`config.mk`:
```
export PLATFORM = sky130hd
export DESIGN_NAME = wb_shared_bus_mux
export DESIGN_NICKNAME = d
export VERILOG_FILES = /design/src/rtl/wb_bus_pkg.sv /design/src/rtl/wb_bus_watchdog.sv /design/src/rtl/wb_shared_bus_mux.sv
export SDC_FILE = /design/constraint.sdc
export NUM_CORES = 1
export LEC_CHECK = 0
export CAP_MARGIN = 10
export CORE_AREA = 2 2 175 177
export DETAILED_ROUTE_END_ITERATION = 6
export DIE_AREA = 0 0 177 179
export GPL_TIMING_DRIVEN = 1
export PLACE_DENSITY = 0.46
export SYNTH_ARGS = -nofsm -noshare
export SYNTH_HDL_FRONTEND = slang
export SYNTH_SLANG_ARGS = --single-unit
export TNS_END_PERCENT = 10
```
`constraint.sdc`:
```
create_clock -name CLK -period 2.22 [get_ports CLK]
set_input_delay 0.444 -clock CLK [delete_from_list [all_inputs] [get_ports CLK]]
set_output_delay 0.444 -clock CLK [all_outputs]
set_load 0.02 [all_outputs]
```
`src/rtl/wb_bus_pkg.sv`:
```
// rtl/wb_bus_pkg.sv - shared types and constants for the Wishbone shared-bus mux
// Provides the bus ownership state enum, master index type, master count
// and watchdog counter width used by wb_shared_bus_mux and wb_bus_watchdog.
package wb_bus_pkg;

  localparam int NUM_MASTERS = 4;
  localparam int WDW         = 16;

  typedef logic [1:0] mst_idx_t;

  typedef enum logic [1:0] {
    IDLE    = 2'd0,
    OWN     = 2'd1,
    RELEASE = 2'd2
  } bus_state_t;

endpackage

```
`src/rtl/wb_bus_watchdog.sv`:
```
// rtl/wb_bus_watchdog.sv - stall counter that flags a cycle stuck without termination
// Ports:
//   CLK, RST  clock, asynchronous active-high reset
//   inc       count one stalled strobe cycle
//   clr       restart the count (takes priority over inc)
//   tmo_hit   count has reached TMO
module wb_bus_watchdog
  import wb_bus_pkg::*;
#(
  parameter int TMO = 255
) (
  input  logic CLK,
  input  logic RST,
  input  logic inc,
  input  logic clr,
  output logic tmo_hit
);

  logic [WDW-1:0] count;

  always_ff @(posedge CLK or posedge RST) begin
    if (RST) begin
      count <= '0;
    end else if (clr) begin
      count <= '0;
    end else if (inc) begin
      count <= count + 1'b1;
    end
  end

  assign tmo_hit = (count == WDW'(TMO));

endmodule

```
`src/rtl/wb_shared_bus_mux.sv`:
```
// rtl/wb_shared_bus_mux.sv - locks a granted master onto the shared Wishbone slave port
// Ports:
//   CLK, RST              clock, asynchronous active-high reset
//   GNT, COMCYC           registered grant index and arbitration-complete flag
//   M_CYC..M_SEL          per-master request fields, master n in slice n
//   M_ACK, M_ERR, M_RTY   per-master terminations, only the owner's bit can be set
//   M_DATI                slave read data broadcast to all masters
//   S_CYC..S_SEL          shared slave request fields
//   S_DATI, S_ACK..S_RTY  slave read data and terminations
//   OWNER, BUSY           locked owner index and ownership flag
//   TMO_EV                one-cycle pulse when the watchdog terminates a cycle
module wb_shared_bus_mux
  import wb_bus_pkg::*;
#(
  parameter int AW  = 32,
  parameter int DW  = 32,
  parameter int TMO = 255
) (
  input  logic                          CLK,
  input  logic                          RST,
  input  logic [1:0]                    GNT,
  input  logic                          COMCYC,
  input  logic [NUM_MASTERS-1:0]        M_CYC,
  input  logic [NUM_MASTERS-1:0]        M_STB,
  input  logic [NUM_MASTERS-1:0]        M_WE,
  input  logic [NUM_MASTERS*AW-1:0]     M_ADR,
  input  logic [NUM_MASTERS*DW-1:0]     M_DATO,
  input  logic [NUM_MASTERS*DW/8-1:0]   M_SEL,
  output logic [NUM_MASTERS-1:0]        M_ACK,
  output logic [NUM_MASTERS-1:0]        M_ERR,
  output logic [NUM_MASTERS-1:0]        M_RTY,
  output logic [DW-1:0]                 M_DATI,
  output logic                          S_CYC,
  output logic                          S_STB,
  output logic                          S_WE,
  output logic [AW-1:0]                 S_ADR,
  output logic [DW-1:0]                 S_DATO,
  output logic [DW/8-1:0]               S_SEL,
  input  logic [DW-1:0]                 S_DATI,
  input  logic                          S_ACK,
  input  logic                          S_ERR,
  input  logic                          S_RTY,
  output logic [1:0]                    OWNER,
  output logic                          BUSY,
  output logic                          TMO_EV
);

  localparam int SW = DW / 8;

  bus_state_t state;
  bus_state_t next_state;
  mst_idx_t   owner;

  logic own;
  logic own_cyc;
  logic slv_term;
  logic tmo_hit;
  logic tmo_fire;
  logic wd_inc;
  logic wd_clr;

  assign own      = (state == OWN);
  assign own_cyc  = own & M_CYC[owner];
  assign slv_term = S_ACK | S_ERR | S_RTY;
  // A slave termination landing on the expiry cycle completes the transfer
  // normally, so the watchdog only fires when the slave stays silent.
  assign tmo_fire = own_cyc & tmo_hit & ~slv_term;

  // State register
  always_ff @(posedge CLK or posedge RST) begin
    if (RST) begin
      state <= IDLE;
    end else begin
      state <= next_state;
    end
  end

  // Owner latch; only written on the IDLE->OWN transition so arbiter grant
  // changes are ignored for the rest of the bus cycle.
  always_ff @(posedge CLK or posedge RST) begin
    if (RST) begin
      owner <= '0;
    end else if (state == IDLE && next_state == OWN) begin
      owner <= GNT;
    end
  end

  // Next-state logic
  always_comb begin
    next_state = state;
    case (state)
      IDLE:    if (COMCYC && M_CYC[GNT]) next_state = OWN;
      OWN:     if (!M_CYC[owner])        next_state = RELEASE;
      RELEASE: next_state = IDLE;
      default: next_state = IDLE;
    endcase
  end

  // Output logic: routing and terminations
  always_comb begin
    S_CYC  = 1'b0;
    S_STB  = 1'b0;
    S_WE   = 1'b0;
    S_ADR  = '0;
    S_DATO = '0;
    S_SEL  = '0;
    M_ACK  = '0;
    M_ERR  = '0;
    M_RTY  = '0;
    if (own) begin
      S_CYC  = own_cyc;
      S_STB  = M_STB[owner] & ~tmo_hit;
      S_WE   = M_WE[owner];
      S_ADR  = M_ADR[int'(owner)*AW +: AW];
      S_DATO = M_DATO[int'(owner)*DW +: DW];
      S_SEL  = M_SEL[int'(owner)*SW +: SW];
      // ERR outranks RTY outranks ACK so the master sees exactly one.
      M_ERR[owner] = (own_cyc & S_ERR) | tmo_fire;
      M_RTY[owner] = own_cyc & S_RTY & ~S_ERR;
      M_ACK[owner] = own_cyc & S_ACK & ~S_ERR & ~S_RTY;
    end
  end

  assign M_DATI = S_DATI;
  assign OWNER  = owner;
  assign BUSY   = own;
  assign TMO_EV = tmo_fire;

  assign wd_inc = S_STB & ~slv_term;
  assign wd_clr = ~own_cyc | slv_term | tmo_hit;

  wb_bus_watchdog #(
    .TMO (TMO)
  ) u_watchdog (
    .CLK     (CLK),
    .RST     (RST),
    .inc     (wd_inc),
    .clr     (wd_clr),
    .tmo_hit (tmo_hit)
  );

endmodule
```
==> metrics.md <==
| Metric | Value |
|---|---|
| RSZ-0062 raised after global routing | true |
| CTS Sinks | 20 |
| # IOs | 443 |
| Fin cells | 1107 |
| RD Place Congestion | 0.770 |
| Fin Setup TNS | -11800 ps |
| Vias post-DR | around 4400 |
| #FFs+latches synth | 20 |
| Async set-or-reset flop fraction in the synthesized netlist | 100% |
| ANT nets after route | 0 |
| Congestion Overflow GR | 0 |
| Critical path class | flip-flop to output port |
| Synth top area share | a little over two fifths |
| Final Instance Area | 0.00837 mm² |
| Post-DP HPWL | around 22000 µm |
| # setup viols final | 82 |
| First-pass GRT wire length | 33300 µm |
| Ys Warns | 0 |
| Maximum VDD drop | 0.390 mV |
| Max_cap viols | 0 |
| Die Area | 0.0317 mm² |
| Critical-path top delay cell | or4_4 |
| Die H | 179 µm |
| FF-to-FF path depth | 7 |
| Syn_area_per_cell | 11.0 µm² |
| Layout cell share with drive strength beyond 1 | 38.7% |
| Drt via density | approximately 4 |
| Final Hold Viols | 0 |
| R2r setup slk | roughly 140 ps |
| Iter 0 DRT Violations | 212 |
| Power per Cell Area | 924 mW/mm² |
| DRC Markers | 0 |
| WL/cell | 23.2 µm |
| Worst-path clk slew | 60 ps |
| CP Capture Type | output port |
| Worst skew pair latency | 250 ps |
| Period Utilization, post-route | 112% |
| Data arrival, critical path | 2050 ps |
| Tightest hold margin | around 540 ps |
| Vias in the first global route | roughly 4400 |
| Tot Pwr | 0.00773 W |
| Placed Cells | 1090 |
| Clk_skew | 1.15 ps |
| Crit path cell chain | or4_4 -> nor4_4 -> a21oi_4 -> nor4b_2 -> buf_4 |
| Starting Density | 12.2% |
| CP Data Required Time | 1780 ps |
| WL final | 25700 µm |
| Max Fanout on Critical Path | 4 |
| Slew margin rel. | 79.0% |
| Slew @ Worst Pin | approximately 310 ps |
| Area added between synthesis and finish | 128% |
| CTS Buf Count | 3 |
| Worst reg2reg endpoint | u_watchdog.count[13] |
| Largest cells by area after synthesis | mux4_2, dfrtp_1, and2_1 |
| Leakage | 3.25 nW |
| Antenna violations before repair | 1 |
| Status | complete, but fails checks |
| Crit path time final | 2500 ps |
| Htree depth | 1 |
| Number of I/O port buffers | 378 |
| Largest net degree at the start of global routing | 40 |
| Longest Clk Path Bufs | 2 |
| Sequential area share after synthesis | 13.7% |
| Root buffer cell | clkbuf_16 |
| Final Max Tran Viols | 0 |
| Worst r2r src | OWNER[1] |
| Fmax | 400 MHz |
| Mapped Cells | 334 |
| Total GRT Usage | between 10% and 20% |
| Number of synthesized flops with an enable pin | 0 |
| CTS tree | built |
| Hold WC Path Type | input port to asynchronous set/reset pin |
| Crit start category | flip-flop |
| CORE AREA | approximately 0.030 mm² |
| Synth area leader | mux4_2 |
| CP max stage delay | 560 ps |
| Post-Syn Area | between 0.003 and 0.004 mm² |
| Ys flop type | dfrtp_1 |
| DP Area | 0.00792 mm² |
| First-pass DRT Iterations | 4 |
| Final nets | 1036 |
| Failing checks | negative setup slack |
| Yosys cell types | 42 |
| Final worst slack | -277 ps |
| Hold-fix buffers, CTS | 0 |
| Cell row count | 64 |
| Width of the die | 177 µm |
| Synthesized Nets | 659 |
| Most instantiated library cell after synthesis | mux4_2 |
| Post-synth top cells | mux4_2, and2_1, buf_4 |
cells by family (layout without fill, tap and decap cells):
| logic type | after synthesis | count (layout) | share of synthesized area, % |
|---|---|---|---|
| buffers and inverters | 64 | 440 | 10.6 |
| AOI/OAI and AO/OA | 30 | 30 | 4.99 |
| adders and majority gates | 1 | 1 | 0.341 |
| other | 0 | 1 | 0 |
| and+or+nand+nor | 142 | 142 | 25.1 |
| muxes | 76 | 76 | 45.1 |
| DFF | 20 | 20 | 13.7 |
| xor gates and xnor gates | 1 | 1 | 0.239 |
cell usage in the layout, fill, tap and decap left out, types with 10 or more instances in the layout:
cell type and count:
a21oi_1 14, and2_1 25, and2_4 45, buf_12 10, buf_2 19, buf_4 45, buf_6 53, clkdlybuf4s50_1 288
dfrtp_1 18, dlygate4sd2_1 12, mux4_2 71, nand2_1 10, nor2_1 12
cell type report:
cell class	instances	area [µm²]
Fill cell	3189	21700
Timing Repair Buffer	433	4340
Multi-Input combinational cell	250	2920
Sequential cell	20	508
Tap cell	396	495
Clock buffer	4	88.8
Inverter	3	11.3
Antenna cell	1	2.50
what timing repair did:
item                                    CTS  global route
pin swaps                                35             6
endpoints found under the setup margin   85            85
cloned                                    2             1
buffers inserted                          3             6
resized for setup                       336            70
power breakdown:
part | switching (W) | internal (W)
Combinational | 0.00314 | 0.00373
Sequential | 0.0000370 | 0.000411
Clock | 0.000140 | 0.000275
Total | 0.00332 | 0.00441
worst max path at each step:
stage | start | endpoint | slack (ps)
2_1_floorplan | u_watchdog.count[8] | M_ERR[1] | -120
3_3_place_gp | M_CYC[1] | M_ACK[0] | -730
3_5_place_dp | M_CYC[1] | M_ACK[3] | -720
4_1_cts | OWNER[0] | S_ADR[20] | -330
5_1_grt | u_watchdog.count[14] | M_ERR[0] | -380
6_report | u_watchdog.count[14] | M_ERR[0] | -280
per-layer routing:
metal  track usage [%]  wire length, µm  vias to the layer above
li1                  -                -                     2021
met1              18.8            10500                     2153
met2              21.7            11100                      217
met3              9.44             3930                        6
met4              1.07              100                        0
met5                 0                0                        -
registers in the layout (all words and copies together), names as in the netlist:
| name | cells |
|---|---|
| state | 2 |
| u_watchdog.count | 16 |
| OWNER | 2 |
critical path, delay by kind of cell, from the launching register on:
family / cells / cell delay (ps)
AOI/OAI and AO/OA: 1 / 120
buffers and inverters: 1 / 180
DFF: 1 / 380
and+or+nand+nor: 3 / 1120
per-stage QoR:
stage                     utilization, %  setup slack (ps)
final                               27.9              -277
after global routing                27.9              -384
after CTS                           27.4              -327
after detailed placement            26.4              -716
after global placement              26.4              -732
after floorplan                        -              -122
No activity file was read; power rests on OpenSTA's default activity.
